`src/rtl/ar_access_ctrl_if.sv`:
```
// Request, memory-handshake and register-enable bundle around the AR access sequencer.
// The sequencer takes the slave view; requesters and memory take the master view.
interface ar_access_ctrl_if;
   logic fetch_req;
   logic data_req;
   logic data_we;
   logic data_imm;
   logic mem_ready;
   logic ar_wen;
   logic ar_sel;
   logic mem_rd;
   logic mem_wr;
   logic ir_wen;
   logic dr_wen;
   logic pc_inc;
   logic fetch_done;
   logic data_done;
   logic busy;
   logic err;

   modport master (
      output fetch_req, data_req, data_we, data_imm, mem_ready,
      input  ar_wen, ar_sel, mem_rd, mem_wr, ir_wen, dr_wen,
             pc_inc, fetch_done, data_done, busy, err
   );

   modport slave (
      input  fetch_req, data_req, data_we, data_imm, mem_ready,
      output ar_wen, ar_sel, mem_rd, mem_wr, ir_wen, dr_wen,
             pc_inc, fetch_done, data_done, busy, err
   );
endinterface

```
`src/rtl/ar_access_ctrl.sv`:
```
// AR/memory access sequencer: arbitrates fetch vs data, loads AR, strobes memory, pulses IR/DR capture.
// Optional memory timeout abort is enabled by defining MEM_TIMEOUT_EN.
module ar_access_ctrl #(
   parameter int unsigned MAX_DATA_RUN = 3,
   parameter int unsigned TIMEOUT_CYC  = 16,
   parameter int unsigned CNT_W        = 5
) (
   input  logic              Clk,
   input  logic              Rst_n,
   ar_access_ctrl_if.slave   bus
);

   typedef enum logic [1:0] {
      IDLE    = 2'd0,
      LOAD_AR = 2'd1,
      ACCESS  = 2'd2,
      DONE    = 2'd3
   } state_t;

   if ((TIMEOUT_CYC < 1) || (TIMEOUT_CYC >= (1 << CNT_W)) || (MAX_DATA_RUN >= (1 << CNT_W))) begin : g_cfg_err
      $error("ar_access_ctrl: CNT_W too narrow for TIMEOUT_CYC or MAX_DATA_RUN");
   end

   state_t             state_r;
   state_t             state_nxt_s;
   logic [CNT_W-1:0]   run_r;
   logic               run_at_max_s;
   logic               grant_data_s;
   logic               grant_fetch_s;
   logic               tmo_hit_s;
   logic               is_data_r;
   logic               we_r;
   logic               store_s;
   logic               ar_wen_r;
   logic               ar_sel_r;
   logic               mem_rd_r;
   logic               mem_wr_r;
   logic               pc_inc_r;
   logic               fetch_done_r;
   logic               data_done_r;
   logic               busy_r;

   assign run_at_max_s = (run_r == CNT_W'(MAX_DATA_RUN));
   assign store_s      = is_data_r & we_r;

`ifdef MEM_TIMEOUT_EN
   localparam logic [CNT_W-1:0] TMO_LAST = CNT_W'(TIMEOUT_CYC - 1);

   logic [CNT_W-1:0]   tmo_r;
   logic               err_r;

   assign tmo_hit_s = (tmo_r == TMO_LAST);

   // Timeout counter (cleared entering ACCESS) and registered abort flag shown in DONE
   always_ff @(posedge Clk or negedge Rst_n) begin
      if (!Rst_n) begin
         tmo_r <= {CNT_W{1'b0}};
         err_r <= 1'b0;
      end else begin
         if (state_r == LOAD_AR) begin
            tmo_r <= {CNT_W{1'b0}};
         end else if ((state_r == ACCESS) && !bus.mem_ready && !tmo_hit_s) begin
            tmo_r <= tmo_r + CNT_W'(1);
         end
         err_r <= (state_r == ACCESS) && !bus.mem_ready && tmo_hit_s;
      end
   end

   assign bus.err = err_r;
`else
   assign tmo_hit_s = 1'b0;
   assign bus.err   = 1'b0;
`endif

   // Next-state and grant decode; requests are only looked at in IDLE
   always_comb begin
      state_nxt_s   = state_r;
      grant_data_s  = 1'b0;
      grant_fetch_s = 1'b0;
      case (state_r)
         IDLE: begin
            if (bus.data_req && !(run_at_max_s && bus.fetch_req)) begin
               grant_data_s = 1'b1;
               state_nxt_s  = LOAD_AR;
            end else if (bus.fetch_req) begin
               grant_fetch_s = 1'b1;
               state_nxt_s   = LOAD_AR;
            end else begin
               state_nxt_s = IDLE;
            end
         end
         LOAD_AR: state_nxt_s = ACCESS;
         ACCESS: begin
            if (bus.mem_ready || tmo_hit_s) begin
               state_nxt_s = DONE;
            end else begin
               state_nxt_s = ACCESS;
            end
         end
         DONE:    state_nxt_s = IDLE;
         default: state_nxt_s = IDLE;
      endcase
   end

   // State register plus the access context latched at grant
   always_ff @(posedge Clk or negedge Rst_n) begin
      if (!Rst_n) begin
         state_r   <= IDLE;
         run_r     <= {CNT_W{1'b0}};
         is_data_r <= 1'b0;
         we_r      <= 1'b0;
      end else begin
         state_r <= state_nxt_s;
         if (grant_data_s) begin
            is_data_r <= 1'b1;
            we_r      <= bus.data_we;
            run_r     <= run_at_max_s ? run_r : (run_r + CNT_W'(1));
         end else if (grant_fetch_s) begin
            is_data_r <= 1'b0;
            we_r      <= 1'b0;
            run_r     <= {CNT_W{1'b0}};
         end
      end
   end

   // Outputs are registered from the next state so they line up with the state they belong to
   always_ff @(posedge Clk or negedge Rst_n) begin
      if (!Rst_n) begin
         ar_wen_r     <= 1'b0;
         ar_sel_r     <= 1'b0;
         mem_rd_r     <= 1'b0;
         mem_wr_r     <= 1'b0;
         pc_inc_r     <= 1'b0;
         fetch_done_r <= 1'b0;
         data_done_r  <= 1'b0;
         busy_r       <= 1'b0;
      end else begin
         ar_wen_r     <= (state_nxt_s == LOAD_AR);
         ar_sel_r     <= (state_nxt_s == LOAD_AR) && grant_data_s && bus.data_imm;
         mem_rd_r     <= (state_nxt_s == ACCESS) && !store_s;
         mem_wr_r     <= (state_nxt_s == ACCESS) && store_s;
         pc_inc_r     <= (state_nxt_s == DONE) && !is_data_r;
         fetch_done_r <= (state_nxt_s == DONE) && !is_data_r;
         data_done_r  <= (state_nxt_s == DONE) && is_data_r;
         busy_r       <= (state_nxt_s != IDLE);
      end
   end

   assign bus.ar_wen     = ar_wen_r;
   assign bus.ar_sel     = ar_sel_r;
   assign bus.mem_rd     = mem_rd_r;
   assign bus.mem_wr     = mem_wr_r;
   assign bus.pc_inc     = pc_inc_r;
   assign bus.fetch_done = fetch_done_r;
   assign bus.data_done  = data_done_r;
   assign bus.busy       = busy_r;

   // Capture enables must land on the very edge that completes the read
   assign bus.ir_wen = (state_r == ACCESS) && bus.mem_ready && !is_data_r;
   assign bus.dr_wen = (state_r == ACCESS) && bus.mem_ready && is_data_r && !we_r;

endmodule

```
`src/flat_wrapper.sv`:
```
// flat-port wrapper written by rule: the top's interface ports become plain ports
module ar_access_ctrl_flat 
#(
   parameter int unsigned MAX_DATA_RUN = 3,
   parameter int unsigned TIMEOUT_CYC  = 16,
   parameter int unsigned CNT_W        = 5
)
  (Clk, Rst_n, bus_fetch_req, bus_data_req, bus_data_we, bus_data_imm, bus_mem_ready, bus_ar_wen, bus_ar_sel, bus_mem_rd, bus_mem_wr, bus_ir_wen, bus_dr_wen, bus_pc_inc, bus_fetch_done, bus_data_done, bus_busy, bus_err);
  ar_access_ctrl_if bus_i ();
  input  logic Clk;
  input  logic Rst_n;
  input wire logic [$bits(bus_i.fetch_req)-1:0] bus_fetch_req;
  input wire logic [$bits(bus_i.data_req)-1:0] bus_data_req;
  input wire logic [$bits(bus_i.data_we)-1:0] bus_data_we;
  input wire logic [$bits(bus_i.data_imm)-1:0] bus_data_imm;
  input wire logic [$bits(bus_i.mem_ready)-1:0] bus_mem_ready;
  output wire logic [$bits(bus_i.ar_wen)-1:0] bus_ar_wen;
  output wire logic [$bits(bus_i.ar_sel)-1:0] bus_ar_sel;
  output wire logic [$bits(bus_i.mem_rd)-1:0] bus_mem_rd;
  output wire logic [$bits(bus_i.mem_wr)-1:0] bus_mem_wr;
  output wire logic [$bits(bus_i.ir_wen)-1:0] bus_ir_wen;
  output wire logic [$bits(bus_i.dr_wen)-1:0] bus_dr_wen;
  output wire logic [$bits(bus_i.pc_inc)-1:0] bus_pc_inc;
  output wire logic [$bits(bus_i.fetch_done)-1:0] bus_fetch_done;
  output wire logic [$bits(bus_i.data_done)-1:0] bus_data_done;
  output wire logic [$bits(bus_i.busy)-1:0] bus_busy;
  output wire logic [$bits(bus_i.err)-1:0] bus_err;
  assign bus_i.fetch_req = bus_fetch_req;
  assign bus_i.data_req = bus_data_req;
  assign bus_i.data_we = bus_data_we;
  assign bus_i.data_imm = bus_data_imm;
  assign bus_i.mem_ready = bus_mem_ready;
  assign bus_ar_wen = bus_i.ar_wen;
  assign bus_ar_sel = bus_i.ar_sel;
  assign bus_mem_rd = bus_i.mem_rd;
  assign bus_mem_wr = bus_i.mem_wr;
  assign bus_ir_wen = bus_i.ir_wen;
  assign bus_dr_wen = bus_i.dr_wen;
  assign bus_pc_inc = bus_i.pc_inc;
  assign bus_fetch_done = bus_i.fetch_done;
  assign bus_data_done = bus_i.data_done;
  assign bus_busy = bus_i.busy;
  assign bus_err = bus_i.err;
  ar_access_ctrl #(.MAX_DATA_RUN(MAX_DATA_RUN), .TIMEOUT_CYC(TIMEOUT_CYC), .CNT_W(CNT_W)) u_core (.Clk(Clk), .Rst_n(Rst_n), .bus(bus_i));
endmodule
```
`config.mk`:
```
export PLATFORM = sky130hd
export DESIGN_NAME = ar_access_ctrl_flat
export DESIGN_NICKNAME = d
export VERILOG_FILES = /design/src/rtl/ar_access_ctrl_if.sv /design/src/rtl/ar_access_ctrl.sv /design/src/flat_wrapper.sv
export SDC_FILE = /design/constraint.sdc
export NUM_CORES = 1
export LEC_CHECK = 0
export BUFFER_PORTS_ARGS = -buffer_cell sky130_fd_sc_hd__clkbuf_2
export CAP_MARGIN = 20
export CORE_MARGIN = 5
export CORE_UTILIZATION = 50
export CTS_CLUSTER_DIAMETER = 200
export DETAILED_ROUTE_END_ITERATION = 7
export PLACE_DENSITY = 0.76
export SYNTH_ARGS = -nofsm -noshare
export SYNTH_HDL_FRONTEND = slang
export SYNTH_SLANG_ARGS = --single-unit
```
`constraint.sdc`:
```
create_clock -name Clk -period 1.6 [get_ports Clk]
set_input_delay 0.08 -clock Clk [delete_from_list [all_inputs] [get_ports Clk]]
set_output_delay 0.08 -clock Clk [all_outputs]
set_load 0.02 [all_outputs]
```
==> metrics, run 1 <==
Post-DP Area 822.0 µm²; area leader, netlist dfrtp_1; mapped cell area 730.7 µm²; most used cell, CP a21oi_1; Worst Setup Start Kind flop; CTS Buf Count 3; switching power 648.3 µW; final instance area 874.6 µm²; Worst VDD drop 0.0009607 V; DR vias 565; TritonCTS clock tree done; Starting Density 54.78%; crit path max fanout 5; clock-pin transition on the worst setup and hold timing paths 90 ps; Synth Register Bits 16; number of inserted diodes 0; Comb pwr share 43.3%; commonest cells after routing, fill and taps aside 16 x clkbuf_2, 16 x dfrtp_1, 10 x nand2_1; Die Ht 48.23 µm; Top Family by Delay on Critical Path simple AND/OR/NAND/NOR gates; Avg Inst Size Synth 10.91 µm²; initial drt markers 12; Post-DRT Antenna Nets 0; internal power 993.1 µW; post-synth cell types 26; Slowest-stage cell, CP or4b_4; total track usage 14.96%; Seq/Total Area, Yosys 54.79%; DRC violations left 0; Final setup viols 0; CTS Sinks 16; Initial DRT Pass Iterations 4; Final Critical Period 1488 ps; Worst path max stage delay 480 ps; IO buf count 16; Final Cycle Share 93.01%; clock group share of total power 15.9%; CP Data Required Time 1770 ps; root buffer cell clkbuf_4; Overflow after GRT 0; die area 2326 µm²; leakage 0.4512 nW; Fmax 0.6720 GHz; H-tree depth 1; sequential share of power 40.8%; worst skew pair latency 280 ps; layout cell share with drive strength beyond 1 27.59%; fill cell count 106; critical path buffer and inverter count 0; Core ar. 1334 µm²; crit-path cells ha_1 > or4b_4 > a21oi_1 > a21oi_1; Cell Pwr Density 1877 nW/µm²; vias per inst 5.539; RSZ-0062 raised after global routing false; Die X 48.23 µm; area grow syn2layout 19.69%; max_cap viols 0; post-CTS setup buffer count 0; share of the synthesized area in the top cell type 54.79%; Worst Path Arrival 1660 ps; final hold violation count 0; Top Ports 18; Synth area leaders dfrtp_1 55%, ha_1 6.8%, nand2_1 5.1%, mux2i_1 4.1%, o21ai_0 2.7%; first-pass GRT wire length 2.332 mm; Synthesized Nets 78; final clock skew 1.060 ps; CP endpoint kind flop; Hold Crit Class in2reg; Slew Limit Fails 0; Syn Inst Count 67; standard-cell rows 13; Syn. warnings 0; vias in the first global route 563; HPWL Detailed 1.056 mm; status completed; footprint of the multi-input gates 310.3 µm²; Storage cell area 400.4 µm²; fin nets 99; initial antenna violation count 0; wire per inst 13.84 µm; Final Wtd Congestion 0.8225; Setup CP Type reg2reg; switching share of power 39.50%; Total Routed Length 1.412 mm; largest net degree at the start of global routing 17; setup_tns 0 ps; clock buffer depth 2
flip-flops by register name, indices dropped and copies added, names as in the netlist:
| name | count |
|---|---|
| u_core.bus.data_done | 1 |
| u_core.we_r | 1 |
| u_core.bus.ar_sel | 1 |
| u_core.bus.busy | 1 |
| u_core.bus.mem_rd | 1 |
| u_core.is_data_r | 1 |
| u_core.bus.mem_wr | 1 |
| u_core.run_r | 5 |
| u_core.bus.pc_inc | 1 |
| u_core.state_r | 2 |
| u_core.bus.ar_wen | 1 |
power groups by stage:
stage	Sequential [mW]	Combinational [mW]	Clock (mW)
after floorplan	0.729	0.440	0
after global placement	0.666	0.694	0
after detailed placement	0.675	0.710	0
after CTS	0.667	0.717	0.271
after global routing	0.694	0.810	0.294
final	0.670	0.711	0.260
repair_timing:
item                                   CTS  global route
hold buffers                             1             0
setup endpoints to repair                0             2
gates resized for setup                  0             1
endpoints found under the hold margin   16             0
metrics by stage:
step           setup slack [ps]  util, %  cells  power [mW]  hold slack (ps)
6_report                  111.9    65.57    102       1.641            24.49
5_1_grt                   9.782    65.57    102       1.798            51.01
4_1_cts                   93.21    65.10    102       1.655            19.91
3_5_place_dp              115.7    61.63     97       1.385            23.14
3_3_place_gp              170.7    61.63     97       1.360            20.16
2_1_floorplan             208.3        -     67       1.169           -215.6
path summary, 6_finish.rpt:
check,slack [ps],cells after the start,endpoint,start
max,110,4,u_core.run_r[3]$_DFFE_PN0P_,u_core.run_r[0]$_DFFE_PN0P_
min,20,2,u_core.we_r$_DFFE_PN0P_,bus_data_we
max reg2reg,110,4,u_core.run_r[3]$_DFFE_PN0P_,u_core.run_r[0]$_DFFE_PN0P_
min reg2reg,530,1,u_core.run_r[0]$_DFFE_PN0P_,u_core.run_r[0]$_DFFE_PN0P_
max in group asynchronous,1080,2,u_core.state_r[1]$_DFF_PN0_,Rst_n
min in group asynchronous,240,2,u_core.run_r[2]$_DFFE_PN0P_,Rst_n
routing by layer:
layer	wire, µm	GRT usage, %
met3	85	5.166
met2	691	22.66
met4	38	11.29
met1	597	17.20
met5	0	0
area by class of cell:
class	count	share of cell area, %
sequential	16	45.78
multi-input combinational	46	35.48
timing repair buffer	18	11.16
clock buffer	4	4.149
tap	15	2.146
inverter	3	1.288
synthesized netlist by cell type:
master / count
a21oi_1: 3
nand2_1: 10
inv_1: 3
or3_1: 2
buf_4: 2
or2_2: 1
mux2i_1: 3
a32o_1: 1
and3b_1: 1
o21ai_1: 1
nor2_1: 4
conb_1: 1
a22o_1: 1
and3_1: 1
dfrtp_1: 16
nand3_1: 1
nor3b_1: 1
o21ai_0: 4
nor4b_1: 1
ha_1: 4
a21o_1: 1
or4b_4: 1
a2bb2oi_1: 1
o211ai_1: 1
and4b_1: 1
nor2b_1: 1
cell families after synthesis:
| group | after synthesis | share of synthesized area (%) |
|---|---|---|
| muxes | 3 | 4.110 |
| DFF | 16 | 54.79 |
| and+or+nand+nor | 25 | 18.84 |
| buffers and inverters | 5 | 3.595 |
| adders and majority gates | 4 | 6.850 |
| AOI/OAI and AO/OA | 13 | 11.30 |
| other | 1 | 0.5132 |
No activity file was read; power rests on OpenSTA's default activity.
==> run 2, diff against run 1 <==
BUFFER_PORTS_ARGS = -buffer_cell sky130_fd_sc_hd__buf_4   (was -buffer_cell sky130_fd_sc_hd__clkbuf_2)
==> run 2 against run 1 <==
Sequential share of layout area is 2.0 points lower; sequential cell count did not move; total power increased by 3.9%; via count is 0.18% higher; clock-buffer cell count stayed put; final cell count is the same; wire length up 3.0%; first-iteration DRC count down 8.3%; die area did not move; global-route usage about the same.
==> metrics, run 2 (synthesis gave the netlist of run 1 again) <==
status completed; max reg flops 5 (unchanged); Post-DRT Antenna Nets 0 (unchanged); initial drt markers 11 (-1); Slowest-stage cell, CP or4b_4; R2R Path End u_core.run_r[2]$_DFFE_PN0P_; Slew Limit Fails 0 (unchanged); RSZ-0062 raised after global routing false; post-CTS setup buffer count 0 (unchanged); Die X 48.23 µm (unchanged); first-pass GRT wire length 2.325 mm (-0.30%); Cell Pwr Density 1865 nW/µm² (-0.61%); most common cell after layout, fill and taps aside buf_4; leakage 0.4627 nW (+2.6%); Top Registers u_core.run_r x5, u_core.state_r x2; reg-to-reg slack, setup 110 ps (about the same); Die Ht 48.23 µm (unchanged); Storage cell area 400.4 µm² (unchanged); crit path max fanout 5 (unchanged); Setup CP Type reg2reg; CTS Buf Count 3 (unchanged); DR vias 566 (+0.18%); fin nets 99 (unchanged); Final Wtd Congestion 0.7692 (-6.5%); layout cell share with drive strength beyond 1 27.59% (unchanged); Worst Setup Start Kind flop; worst skew pair latency 280 ps (about the same); DRC violations left 0 (unchanged); TritonCTS clock tree done; vias in the first global route 557 (-1.1%); Top reg by flops u_core.run_r; Final Cycle Share 92.93% (about the same); Worst path max stage delay 490 ps (about the same); HPWL Detailed 1.104 mm (+4.6%); CP endpoint kind flop; die area 2326 µm² (unchanged); Top Ports 18 (unchanged); Crit. path cell count 3 (-1); crit-path cells ha_1 > or4b_4 > a32o_1; IO buf count 16 (unchanged); final hold violation count 0 (unchanged); wire per inst 14.25 µm (+3.0%); final clock skew 3.591 ps (+2.531 ps); Worst VDD drop 0.001219 V (+27%); H-tree depth 1 (unchanged); Worst Path Arrival 1670 ps (about the same); clock buffer depth 2 (unchanged); Power, Total 1.706 mW (+3.9%); setup_tns 0 ps (unchanged); Starting Density 54.78% (unchanged); Final Critical Period 1487 ps (-1.247 ps); commonest cells after routing, fill and taps aside 17 x buf_4, 16 x dfrtp_1, 10 x nand2_1; vias per inst 5.549 (+0.18%); Total Routed Length 1.454 mm (+3.0%); Core ar. 1334 µm² (unchanged); CTS Sinks 16 (unchanged); Hold Crit Class in2reg; CP Data Required Time 1780 ps (about the same); root buffer cell clkbuf_4; HP Start bus_data_we; largest net degree at the start of global routing 17 (unchanged); footprint of the multi-input gates 310.3 µm² (unchanged); number of inserted diodes 0 (unchanged); initial antenna violation count 0 (unchanged); RR Startpoint u_core.run_r[0]$_DFFE_PN0P_; area grow syn2layout 25.17%; Crit. Startpoint u_core.run_r[0]$_DFFE_PN0P_; standard-cell rows 13 (unchanged); R2R depth 3 (-1); Final setup viols 0 (unchanged); Fmax 0.6726 GHz (about the same); fill cell count 107 (+0.94%); clock-pin transition on the worst setup and hold timing paths 90 ps (about the same); Top Family by Delay on Critical Path simple AND/OR/NAND/NOR gates; Overflow after GRT 0 (unchanged); critical path buffer and inverter count 0 (unchanged); total track usage 14.98% (+0.023 points); worst setup path end u_core.run_r[2]$_DFFE_PN0P_; Initial DRT Pass Iterations 4 (unchanged); max_cap viols 0 (unchanged)
-- run 2: changes by cell type in the layout (fill, tap and decap cells not counted), sizes merged --
cell / previous run / this run
buf: 1 / 17
clkbuf: 20 / 4
-- run 2: worst register-to-register path: stages, from the launching register on --
cell and delay (ps):
dfrtp_1 390, ha_1 240, or4b_4 490, a32o_1 260
-- run 2: area by class of cell --
cell class	count	area share (%)
Multi-Input combinational cell	46	33.93
Clock buffer	4	3.967
Inverter	3	1.231
Timing Repair Buffer	18	15.05
Sequential cell	16	43.78
Tap cell	15	2.052
-- run 2: worst min-delay path by stage --
stage                                        to  slack (ps)  cells past startpoint
floorplan           u_core.bus.ar_sel$_DFF_PN0_        -220                      0
global placement    u_core.run_r[4]$_DFFE_PN0P_         -50                      1
detailed placement  u_core.run_r[4]$_DFFE_PN0P_         -50                      1
CTS                     u_core.we_r$_DFFE_PN0P_          20                      2
global route            u_core.we_r$_DFFE_PN0P_          10                      2
finish                  u_core.we_r$_DFFE_PN0P_          30                      2
-- run 2: per-stage QoR --
| stage | hold WS [ps] | instances | setup WS [ps] | util, % | area [µm²] |
|---|---|---|---|---|---|
| final | 27.90 | 102 | 113.1 | 68.57 | 914.6 |
| after global routing | 11.22 | 102 | 38.03 | 68.57 | 914.6 |
| after CTS | 15.67 | 102 | 73.93 | 68.11 | 908.4 |
| after detailed placement | -52.58 | 97 | 87.69 | 64.63 | 862.1 |
| after global placement | -51.94 | 97 | 167.3 | 64.63 | 862.1 |
| after floorplan | -215.6 | 67 | 208.3 | - | 730.7 |
-- run 2: power by group --
part,switching (mW),internal [mW],total [mW],leakage [nW]
registers,0.115,0.560,0.675,0.204
clock network,0.124,0.138,0.262,0.0210
logic,0.423,0.346,0.769,0.237
-- run 2: what timing repair did --
action                                  4_1_cts  5_1_grt
endpoints found under the setup margin        0        2
hold buffers                                  1        0
hold endpoints to repair                     16        0
resized for setup                             0        1
-- run 2: layer usage --
layer	track usage, %	up-vias	routed length (µm)
met4	8.065	0	9
met5	0	-	0
met3	4.428	2	95
met1	18.66	279	630
met2	23.18	14	718
li1	-	271	-
==> run 3, diff against run 2 <==
CORE_UTILIZATION = 40   (was 50)
PLACE_DENSITY = 0.63   (was 0.76)
clock period = 1.75 ns   (was 1.6 ns; I/O delays follow)
==> run 3 against run 2 <==
Hold slack worse by 7.0 ps; clock skew is 8.5 ps higher; sequential cell count stayed put; global-route usage is 3.8 points lower; critical path depth is 1 higher; sequential power is 9.9% lower; wire length is 7.4% lower; worst setup slack better by 140 ps; register-to-register slack better by 140 ps; via count is 5.7% lower; design area is 0.14% lower; non-clock buffer count is 1 lower; largest power group unchanged.
==> metrics, run 3 (synthesis gave the netlist of run 1 again) <==
status completed; Final Cycle Share 85.42% (-7.5 points); TritonCTS clock tree done; CTS Sinks 16 (unchanged); Final Wtd Congestion 0.8084 (+5.1%); layout cell share with drive strength beyond 1 25.58% (-2.0 points); depth of the worst hold-timing path 2 (unchanged); Worst VDD drop 0.0007011 V (-42%); fin nets 98 (-1.0%); DR WL met2 659 µm (-8.2%); H-tree depth 1 (unchanged); DRC violations left 0 (unchanged); Initial DRT Pass Iterations 4 (unchanged); commonest cells after routing, fill and taps aside 16 x buf_4, 16 x dfrtp_1, 10 x nand2_1; first-pass GRT wire length 2.270 mm (-2.4%); max reg flops 5 (unchanged); Layout Cells excl Fill 111 (+8.8%); wire per inst 12.14 µm (-15%); Starting Density 42.32% (-12 points); final instance area 913.4 µm² (-0.14%); Fmax 0.6690 GHz (-0.53%); max_cap viols 0 (unchanged); initial antenna violation count 0 (unchanged); initial drt markers 13 (+2); Post-DP Area 867.1 µm² (+0.58%); largest net degree at the start of global routing 17 (unchanged); Total Routed Length 1.347 mm (-7.4%); final hold violation count 0 (unchanged); Overflow after GRT 0 (unchanged); setup_tns 0 ps (unchanged); CP Data Required Time 1940 ps (+160 ps); Cell Pwr Density 1663 nW/µm² (-11%); final clock skew 12.06 ps (+8.472 ps); R2R depth 4 (+1); worst skew pair latency 290 ps (about the same); Top Registers u_core.run_r x5, u_core.state_r x2; Die X 52.74 µm (+9.4%); clock-pin transition on the worst setup and hold timing paths 100 ps (about the same); Worst Path Arrival 1680 ps (about the same); CP endpoint kind flop; Hold Crit Class in2reg; RSZ-0062 raised after global routing false; Hold-fix buffers, CTS 1 (unchanged); Top Layer Used met4; Setup CP Type reg2reg; area grow syn2layout 25.00%; worst setup slack after layout 255.2 ps (+142.1 ps); Worst Hold Path EP u_core.we_r$_DFFE_PN0P_; Top Ports 18 (unchanged); metal1 wirelength 619 µm (-1.7%); Worst Setup Start Kind flop; Final Critical Period 1495 ps (+7.924 ps); Worst-Margin Slew 494.1 ps; standard-cell rows 15 (+2); met3 WL post-DR 56 µm (-41%); R2R Path End u_core.we_r$_DFFE_PN0P_; normalized max-slew margin 66.84%; Post-DRT Antenna Nets 0 (unchanged); Final setup viols 0 (unchanged); vias per inst 4.811 (-13%); Slew Limit Fails 0 (unchanged); die area 2782 µm² (+20%); HP Start bus_data_we; DR vias 534 (-5.7%); HPWL Detailed 1.015 mm (-8.1%); dpl cells 106 (+9.3%); Power, Total 1.519 mW (-11%); total track usage 11.14% (-3.8 points); CTS Buf Count 3 (unchanged); crit path max fanout 5 (unchanged); IO buf count 16 (unchanged); pre-CTS setup slack 276.9 ps (+189.2 ps); post-CTS setup buffer count 0 (unchanged); number of inserted diodes 0 (unchanged); RR Startpoint u_core.run_r[0]$_DFFE_PN0P_; Resize count post-CTS 0 (unchanged); Core ar. 1727 µm² (+29%); clock buffer depth 2 (unchanged); vias in the first global route 537 (-3.6%); reg-to-reg slack, setup 260 ps (+140 ps); Die Ht 52.74 µm (+9.4%); root buffer cell clkbuf_4; Top reg by flops u_core.run_r; leakage 0.4566 nW (-1.3%)
[run 3: cell count changes in the layout (fill, tap and decap cells not counted)]
cell / previous run / this run
nor4b_1: 0 / 1
nor4b_2: 1 / 0
buf_4: 17 / 16
[run 3: layout make-up]
class,count,area (µm²)
Fill cell,161,813.3
Inverter,3,11.26
Sequential cell,16,400.4
Timing Repair Buffer,17,130.1
Multi-Input combinational cell,46,304.0
Clock buffer,4,36.28
Tap cell,25,31.28
[run 3: metrics by stage]
step	util, %	hold slack (ps)
after global routing	52.90	25.13
after floorplan	-	-208.1
after global placement	50.22	-43.78
after CTS	52.90	10.62
after detailed placement	50.22	-41.66
final	52.90	20.94
[run 3: how the worst max path moves through the flow]
stage                                             end  cells past startpoint  slack [ps]                        start
after global routing          u_core.we_r$_DFFE_PN0P_                      4          90  u_core.run_r[0]$_DFFE_PN0P_
after detailed placement      u_core.we_r$_DFFE_PN0P_                      4         280  u_core.run_r[0]$_DFFE_PN0P_
after floorplan           u_core.run_r[2]$_DFFE_PN0P_                      3         360  u_core.run_r[0]$_DFFE_PN0P_
final                         u_core.we_r$_DFFE_PN0P_                      4         260  u_core.run_r[0]$_DFFE_PN0P_
after CTS                     u_core.we_r$_DFFE_PN0P_                      4         250  u_core.run_r[0]$_DFFE_PN0P_
after global placement        u_core.we_r$_DFFE_PN0P_                      4         320  u_core.run_r[0]$_DFFE_PN0P_
[run 3: per-layer routing]
metal | vias to the layer above | GRT usage, %
li1 | 271 | -
met1 | 254 | 13.78
met2 | 7 | 17.98
met3 | 2 | 2.849
met4 | 0 | 5.106
met5 | - | 0
[run 3: critical path, stage by stage (launching register included)]
cell and delay, ps:
dfrtp_1 400, ha_1 230, nor4b_1 340, a21oi_1 180, a22o_1 250
[run 3: report_power, final]
part / switching (mW) / internal [mW]
registers: 0.0967 / 0.511
clock network: 0.117 / 0.126
logic: 0.370 / 0.298
total: 0.583 / 0.936
